## src/rtl/serial_adder_pkg.sv

```systemverilog
// Shared types and helpers for the bit-serial adder/subtractor.
//
// Contents:
//   sa_state_t - sequencing states (IDLE, RUN, DONE)
//   cnt_w()    - bit-counter width for a given operand width
package serial_adder_pkg;

    typedef enum logic [1:0] {
        IDLE,
        RUN,
        DONE
    } sa_state_t;

    // One extra code point is kept so the counter cannot wrap at WIDTH=64.
    function automatic int unsigned cnt_w(input int unsigned width);
        return $clog2(width + 1);
    endfunction

endpackage

```

## src/rtl/serial_adder_full_adder.sv

```systemverilog
// One-bit combinational full adder, used as the bit slice of serial_adder.
//
// Ports:
//   a, b  - addend bits
//   cin   - carry in
//   sum   - a ^ b ^ cin
//   cout  - majority(a, b, cin)
module full_adder (
    input  logic a,
    input  logic b,
    input  logic cin,
    output logic sum,
    output logic cout
);

    assign sum  = a ^ b ^ cin;
    assign cout = (a & b) | (a & cin) | (b & cin);

endmodule

```

## src/rtl/serial_adder.sv

```systemverilog
// Bit-serial adder/subtractor: one full-adder slice plus a carry flop computes a
// WIDTH-bit result LSB first, one bit per clock, with a start/busy/done handshake.
//
// Parameters:
//   WIDTH - operand/result width, 1..64
//
// Ports:
//   clk   - rising-edge clock
//   rst   - synchronous active-high reset
//   start - request, sampled only in IDLE
//   a, b  - operands, captured on an accepted start
//   cin   - carry in (add mode only), captured on an accepted start
//   sub   - 0: a+b+cin, 1: a-b
//   busy  - operation in progress
//   done  - one-cycle pulse, result valid
//   sum   - result, held until the next accepted start
//   cout  - carry out of the MSB (sub mode: 1 = no borrow)
//   ovf   - two's-complement overflow; present only when SERIAL_ADDER_OVF_EN is defined
module serial_adder
    import serial_adder_pkg::*;
#(
    parameter int unsigned WIDTH = 8
) (
    input  logic             clk,
    input  logic             rst,
    input  logic             start,
    input  logic [WIDTH-1:0] a,
    input  logic [WIDTH-1:0] b,
    input  logic             cin,
    input  logic             sub,
    output logic             busy,
    output logic             done,
    output logic [WIDTH-1:0] sum,
    output logic             cout
`ifdef SERIAL_ADDER_OVF_EN
    ,
    output logic             ovf
`endif
);

    localparam int unsigned CW = cnt_w(WIDTH);
    localparam logic [CW-1:0] LAST = CW'(WIDTH - 1);

    sa_state_t        state_q, state_d;
    logic [WIDTH-1:0] a_sh_q, b_sh_q, sum_q, sum_shifted;
    logic             carry_q, cout_q;
    logic [CW-1:0]    cnt_q;
    logic             slice_s, slice_c;
    logic             accept, last_bit;

    full_adder u_slice (
        .a    (a_sh_q[0]),
        .b    (b_sh_q[0]),
        .cin  (carry_q),
        .sum  (slice_s),
        .cout (slice_c)
    );

    assign accept   = (state_q == IDLE) && start;
    assign last_bit = (state_q == RUN) && (cnt_q == LAST);

    // Result bits enter from the MSB so after WIDTH shifts bit 0 lands in sum[0].
    if (WIDTH == 1) begin : g_sum_w1
        assign sum_shifted = slice_s;
    end else begin : g_sum_wn
        assign sum_shifted = {slice_s, sum_q[WIDTH-1:1]};
    end

    // State register.
    always_ff @(posedge clk) begin
        if (rst) begin
            state_q <= IDLE;
        end else begin
            state_q <= state_d;
        end
    end

    // Next-state logic.
    always_comb begin
        state_d = state_q;
        unique case (state_q)
            IDLE:    if (start) state_d = RUN;
            RUN:     if (cnt_q == LAST) state_d = DONE;
            DONE:    state_d = IDLE;
            default: state_d = IDLE;
        endcase
    end

    // Outputs decoded from state.
    always_comb begin
        busy = 1'b0;
        done = 1'b0;
        unique case (state_q)
            RUN:     busy = 1'b1;
            DONE:    done = 1'b1;
            default: ;
        endcase
    end

    // Datapath: operand shifters, carry, bit counter and result.
    always_ff @(posedge clk) begin
        if (rst) begin
            a_sh_q  <= '0;
            b_sh_q  <= '0;
            carry_q <= 1'b0;
            cnt_q   <= '0;
            sum_q   <= '0;
            cout_q  <= 1'b0;
        end else if (accept) begin
            a_sh_q  <= a;
            // Subtraction is a + ~b + 1; cin is deliberately ignored in that mode.
            b_sh_q  <= sub ? ~b : b;
            carry_q <= sub ? 1'b1 : cin;
            cnt_q   <= '0;
            sum_q   <= '0;
        end else if (state_q == RUN) begin
            a_sh_q  <= a_sh_q >> 1;
            b_sh_q  <= b_sh_q >> 1;
            carry_q <= slice_c;
            cnt_q   <= cnt_q + CW'(1);
            sum_q   <= sum_shifted;
            if (last_bit) begin
                cout_q <= slice_c;
            end
        end
    end

    assign sum  = sum_q;
    assign cout = cout_q;

`ifdef SERIAL_ADDER_OVF_EN
    logic ovf_q;

    // Overflow is carry into the MSB xor carry out of it, i.e. carry_q ^ slice_c
    // while the last bit is in the slice.
    always_ff @(posedge clk) begin
        if (rst) begin
            ovf_q <= 1'b0;
        end else if (accept) begin
            ovf_q <= 1'b0;
        end else if (last_bit) begin
            ovf_q <= carry_q ^ slice_c;
        end
    end

    assign ovf = ovf_q;
`endif

endmodule
```

## config.mk

```make
export PLATFORM = sky130hd
export DESIGN_NAME = serial_adder
export DESIGN_NICKNAME = d
export VERILOG_FILES = /design/src/rtl/serial_adder_pkg.sv /design/src/rtl/serial_adder_full_adder.sv /design/src/rtl/serial_adder.sv
export SDC_FILE = /design/constraint.sdc
export NUM_CORES = 1
export LEC_CHECK = 0
export CAP_MARGIN = 10
export CELL_PAD_IN_SITES_DETAIL_PLACEMENT = 0
export CELL_PAD_IN_SITES_GLOBAL_PLACEMENT = 1
export CORE_MARGIN = 5
export CORE_UTILIZATION = 40
export DETAILED_ROUTE_END_ITERATION = 12
export DONT_BUFFER_PORTS = 1
export PLACE_DENSITY = 0.78
export SYNTH_ARGS = -nofsm -noshare
export SYNTH_HDL_FRONTEND = slang
export SYNTH_SLANG_ARGS = --single-unit
```

## constraint.sdc

```tcl
create_clock -name clk -period 1.26 [get_ports clk]
set_input_delay 0.126 -clock clk [delete_from_list [all_inputs] [get_ports clk]]
set_output_delay 0.126 -clock clk [all_outputs]
set_load 0.1 [all_outputs]
```

==> impl_metrics.toml, run 1 <==
[clocking]
cts_tree = "built"
cts.path.max_buffers = 2
clock_insertion_delay_at_the_later_pin_of_the_skew_report_ns = 0.33
clkSinkCount = 32
htree_levels = 2
ctsRootBufferMaster = "clkbuf_4"
numCtsBuffers = 5
path_clk_slew_ns = 0.09

[critical_path]
buf_inv_on_cp = 2
crit_type = "flop to output port"
setup.reg_to_reg.worst_slack_ns = 0
path_cells = "buf_6, nor2_4, buf_12"
worstRegToRegCells = 4
worst_ep_arrival_time_ns = 1.15
critPathMaxFanout = 6
required_time_of_the_critical_path_ns = 1.13
timing.critical_path.depth = 3
critical-path-slowest-cell = "dfxtp_4"
worstSetupStartpointType = "flop"
worst_setup_path_end_kind = "output port"
worst_path_dominant_cell_family = "flip-flops"
critPathMaxStageDelay_ns = 0.38

[synth]
synthArstFlopShare = 0
dominant_combinational_cell_family_by_area_after_synthesis = "simple AND/OR/NAND/NOR gates"
synth_xor_xnor_area_share = 0.0633
post_synth_most_frequent_cells = "dfxtp_1 (32), nand2_1 (25), nor2_1 (22)"
synth_seq_area_share = 0.463
ys_dominant_reg_cell = "dfxtp_1"
synthMuxAreaShare = 0
synth_compound_area_frac = 0.192
yosys-top-cells-area = "dfxtp_1 (46%), a21oi_1 (6.9%), nand2_1 (6.8%)"
netlist.area_leader.share = 0.463
synth_top_cell_by_area = "dfxtp_1"
synth.most_common_cell = "dfxtp_1"
syn_nets = 182
yosysWarningCount = 0
synth-seq-cells = 32
synth_enable_flop_cells = 0
synthDistinctLibCells = 28
syn_inst = 159
synth.cell_area_mm2 = 0.00138
avg_synthesized_cell_area_um2 = 8.70
synth-adder-area-share = 0.0235
synthesized_area_fraction_occupied_by_and_or_nand_nor_cells = 0.202

[sta]
clock_skew_ns = 0.0105
hold_viol_final = 0
fin_hold_ws_ns = 0.0179
tightest_slew_ns = 0.541
drv_slew = 0
count_of_final_setup_violators = 3
finalCriticalPeriod_ns = 1.27
period_share = 1.01
rsz0062_at_grt = "true"
finalWorstSetupSlack_ns = -0.0124
clock.fmax_mhz = 786
maxSlewHeadroom = 0.638

[die]
start_util = 0.414
design.die.area_mm2 = 0.00473
rows = 21
fp.coreArea_mm2 = 0.00334
ioPinCount = 32
die_height_um = 68.8
chipWidth_um = 68.8

[cells_and_area]
antenna_cells_inserted = 0
post-route-util = 0.560
post_route_cells_drive_above_1_share = 0.278
post_layout_nonfiller_instances = 240
nets = 216
synthesis_to_finish_area_growth_pct = 35.2

[global_routing]
grt_pass1_vias = 1170
grt_antenna_before_repair = 0
grt.total_usage = 0.149
grt_start_max_net_pins = 13
global_route.overflow_total = 0
grt_first_pass_wirelength_um = 5150

[place]
globalplace.congestion = 0.751
dpl.cell_count = 217
place_hpwl_um = 2180
io_buffers = 0

[drt]
violation_count_after_the_first_detailed_routing_iteration = 68
detail_route.drc_violations = 0
wl_um = 3180
route.vias.total = 1217
drtAntennaViolNets = 0
drt_pre_antenna_iters = 4
routed_length_per_placed_instance_um = 13.3
vias_per_cell = 5.07

[hold_path]
hold-path-cell-count = 2
timing.hold.worst.class = "input pin to flop"

[run]
maxCapViolations = 0

[power_and_ir_drop]
ir_drop_mv = 0.750
finalPower_uw = 2070
power.density_cell_area_mw_per_mm2 = 1110
leakagePower_uw = 0.000713

[run_status]
outcome = "finished with violations"
violations_in_the_final_reports = "setup timing"
[state kept, by name, indices dropped and copies added (netlist names)]
signal / flops
a_sh_q: 8
b_sh_q: 8
sum: 8
cnt_q: 4
state_q: 2
carry_q: 1
cout: 1
[placed cells by master (no fill, tap or decap), types with 2 or more instances in the layout]
cell           synthesis  routed
buf_6                  2       8
nand2_1               25      25
xor2_1                 2       2
nand2b_1               4       2
xnor2_1                8       8
dfxtp_1               32      27
buf_12                 0       2
a221o_1                7       7
a211oi_2               0       2
dlygate4sd3_1          0       9
nand2b_4               0       2
a21oi_1               19      16
dfxtp_2                0       3
clkbuf_1               2       2
inv_1                  3       2
buf_4                  1      18
nand3_1                2       2
dfxtp_4                0       2
a211oi_1               7       5
a21oi_2                0       3
clkbuf_4               0       5
nor2_1                22      21
o22ai_1                3       3
nand3b_1               2       2
[where the power goes]
group,switching [uW],internal (uW)
clock,333,275
sequential,37.0,1060
combinational,186,178
total,556,1520
[metrics by stage]
stage          cell area (um2)  setup TNS (ns)  setup WS (ns)
2_1_floorplan             1410          -0.141        -0.0202
3_3_place_gp              1570         -0.0278        -0.0278
3_5_place_dp              1570          -0.370        -0.0632
4_1_cts                   1790          -0.388        -0.0345
5_1_grt                   1870          -0.561        -0.0698
6_report                  1870         -0.0260        -0.0124
[kinds of logic after synthesis]
logic type,Yosys count
adder cells (fa/ha/maj),2
flip-flops,32
AO/OA/AOI/OAI,40
AND/OR/NAND/NOR,61
buffers and inverters,14
XOR/XNOR,10
[final cells by class]
type | instances | area (um2)
multi-input combinational | 113 | 716
fill | 317 | 1470
tap | 46 | 57.6
inverter | 4 | 30.0
sequential | 32 | 652
clock buffer | 8 | 58.8
timing repair buffer | 37 | 355
[path summary, 6_finish.rpt]
kind | from | end
worst max register to register | state_q[1] | b_sh_q[5]
worst max-delay path | state_q[0] | done
worst min register to register | a_sh_q[4] | a_sh_q[3]
worst min-delay path | rst | carry_q
[layer usage]
layer	part of all wire	up-vias	GRT usage
li1	-	615	-
met1	0.41	562	0.171
met2	0.50	33	0.244
met3	0.075	7	0.0551
met4	0.016	0	0.0681
met5	0	-	0
[what timing repair did]
action	in CTS	in global routing
endpoints found under the hold margin	12	0
hold buffers	9	0
setup endpoints to repair	22	30
gates resized for setup	15	16
pin swaps	2	4
setup buffers	2	4
(Power assumes the default switching activity.)
==> inputs of run 2 (changes only) <==
Settings changed: CORE_MARGIN 5 to 1.
==> impl_metrics.toml, run 2 (synthesized netlist as in run 1, its figures left out) <==
[run_status]
outcome = "finished with violations"
violations_in_the_final_reports = "setup timing"

[sta]
hold_viol_final = 0
rsz0062_at_grt = "true"
finalCriticalPeriod_ns = 1.27
maxSlewHeadroom = 0.655
period_share = 1.01
drv_slew = 0
clock.fmax_mhz = 787
setup_tns_ns = -0.0113
finalWorstSetupSlack_ns = -0.0102
tightest_slew_ns = 0.515
clock_skew_ns = 0.00314
count_of_final_setup_violators = 3

[drt]
vias_per_cell = 5.11
routed_length_per_placed_instance_um = 13.3
route.vias.total = 1236
drt_pre_antenna_iters = 4
drtAntennaViolNets = 0
wl_um = 3210
violation_count_after_the_first_detailed_routing_iteration = 41
detail_route.drc_violations = 0

[place]
io_buffers = 0
dpl.cell_count = 217
place_hpwl_um = 2100
globalplace.congestion = 0.811

[global_routing]
grt_antenna_before_repair = 0
grt_start_max_net_pins = 13
grt_pass1_vias = 1149
global_route.overflow_total = 0
grt_first_pass_wirelength_um = 5040
grt.total_usage = 0.190

[critical_path]
r2r-start = "state_q[1]"
worstRegToRegCells = 4
worstSetupStartpointType = "flop"
worst_setup_path_startpoint = "state_q[1]"
critPathMaxFanout = 7
path_cells = "nand2b_4, clkinv_4, buf_12"
worst_ep_arrival_time_ns = 1.14
required_time_of_the_critical_path_ns = 1.13
crit_type = "flop to output port"
critical-path-slowest-cell = "dfxtp_4"
critPathMaxStageDelay_ns = 0.39
critical_path.endpoint = "busy"
r2r-end = "b_sh_q[3]"
worst_setup_path_end_kind = "output port"
setup.reg_to_reg.worst_slack_ns = 0

[cells_and_area]
post_route_cells_drive_above_1_share = 0.313
most-common-layout-cells = "dfxtp_1 (28), buf_4 (27), nor2_1 (21)"
post-route-util = 0.604
fillCellCount = 286
synthesis_to_finish_area_growth_pct = 37.8
post_layout_nonfiller_instances = 242
antenna_cells_inserted = 0
layout_commonest_cell = "dfxtp_1"
nets = 220

[power_and_ir_drop]
switching_power_uw = 559
comb_power_share = 0.188
netSwitchingFraction = 0.267
leakagePower_uw = 0.000751
p_int_uw = 1530
power.density_cell_area_mw_per_mm2 = 1100
seqPwrFrac = 0.526
ir_drop_mv = 0.719
p_clk_frac = 0.286

[die]
die_height_um = 60.8
start_util = 0.438
chipWidth_um = 60.8
fp.coreArea_mm2 = 0.00315
ioPinCount = 32
rows = 20
design.die.area_mm2 = 0.00370

[clocking]
clock_insertion_delay_at_the_later_pin_of_the_skew_report_ns = 0.33
cts.path.max_buffers = 2
path_clk_slew_ns = 0.09
numCtsBuffers = 5
ctsRootBufferMaster = "clkbuf_4"
cts_tree = "built"
clkSinkCount = 32
htree_levels = 2

[run]
maxCapViolations = 0

[hold_path]
hold-path-cell-count = 2
timing.hold.worst.class = "input pin to flop"
==> run 2: changes by cell type in the layout (fill, tap and decap cells not counted), sizes merged <==
cell	before	now
buf	28	32
==> run 2: power groups by stage <==
stage	sequential, uW	clock [uW]	combinational (uW)
after floorplan	1130	0	232
after global placement	1120	0	292
after detailed placement	1120	0	298
after CTS	1100	620	364
after global routing	1110	667	424
final	1100	598	393
==> run 2: stage by stage <==
stage | instance area [um2] | power [uW] | setup slack [ns] | hold slack, ns
finish | 1910 | 2090 | -0.0102 | 0.0233
floorplan | 1410 | 1360 | -0.0202 | 0.262
detailed placement | 1600 | 1420 | -0.143 | 0.194
global placement | 1600 | 1410 | -0.0329 | 0.192
global route | 1910 | 2200 | -0.0586 | 0.0267
CTS | 1840 | 2080 | -0.0166 | 0.00409
==> run 2: critical path, delay by kind of cell, from the launching register on <==
family | cells | cell delay (ns)
flops | 1 | 0.39
simple gates | 1 | 0.17
buf+inv | 2 | 0.25
==> run 2: worst min path at each step <==
stage / startpoint / end / slack, ns
detailed placement: rst / cout / 0.19
floorplan: a[7] / a_sh_q[7] / 0.26
CTS: rst / carry_q / 0.004
global placement: rst / cout / 0.19
finish: rst / carry_q / 0.02
global route: rst / carry_q / 0.03
==> run 2: timing repair <==
item | 4_1_cts | 5_1_grt
hold buffers | 9 | 0
pin swaps | 1 | 7
gates resized for setup | 11 | 16
hold endpoints to repair | 12 | 0
setup buffers | 4 | 3
endpoints found under the setup margin | 26 | 28
gates cloned | 1 | 0
==> run 2: cell type report <==
type	instances	area [um2]	area share
Tap cell	44	55.1	0.0289
Inverter	4	22.5	0.0118
Sequential cell	32	651	0.341
Timing Repair Buffer	41	383	0.201
Clock buffer	8	58.8	0.0309
Multi-Input combinational cell	113	736	0.386
==> run 2: layer usage <==
layer,up-vias,GRT usage,wire [um]
met5,-,0,0
met4,0,0.104,66
met3,8,0.0554,149
met2,22,0.308,1550
met1,583,0.226,1450
li1,623,-,-
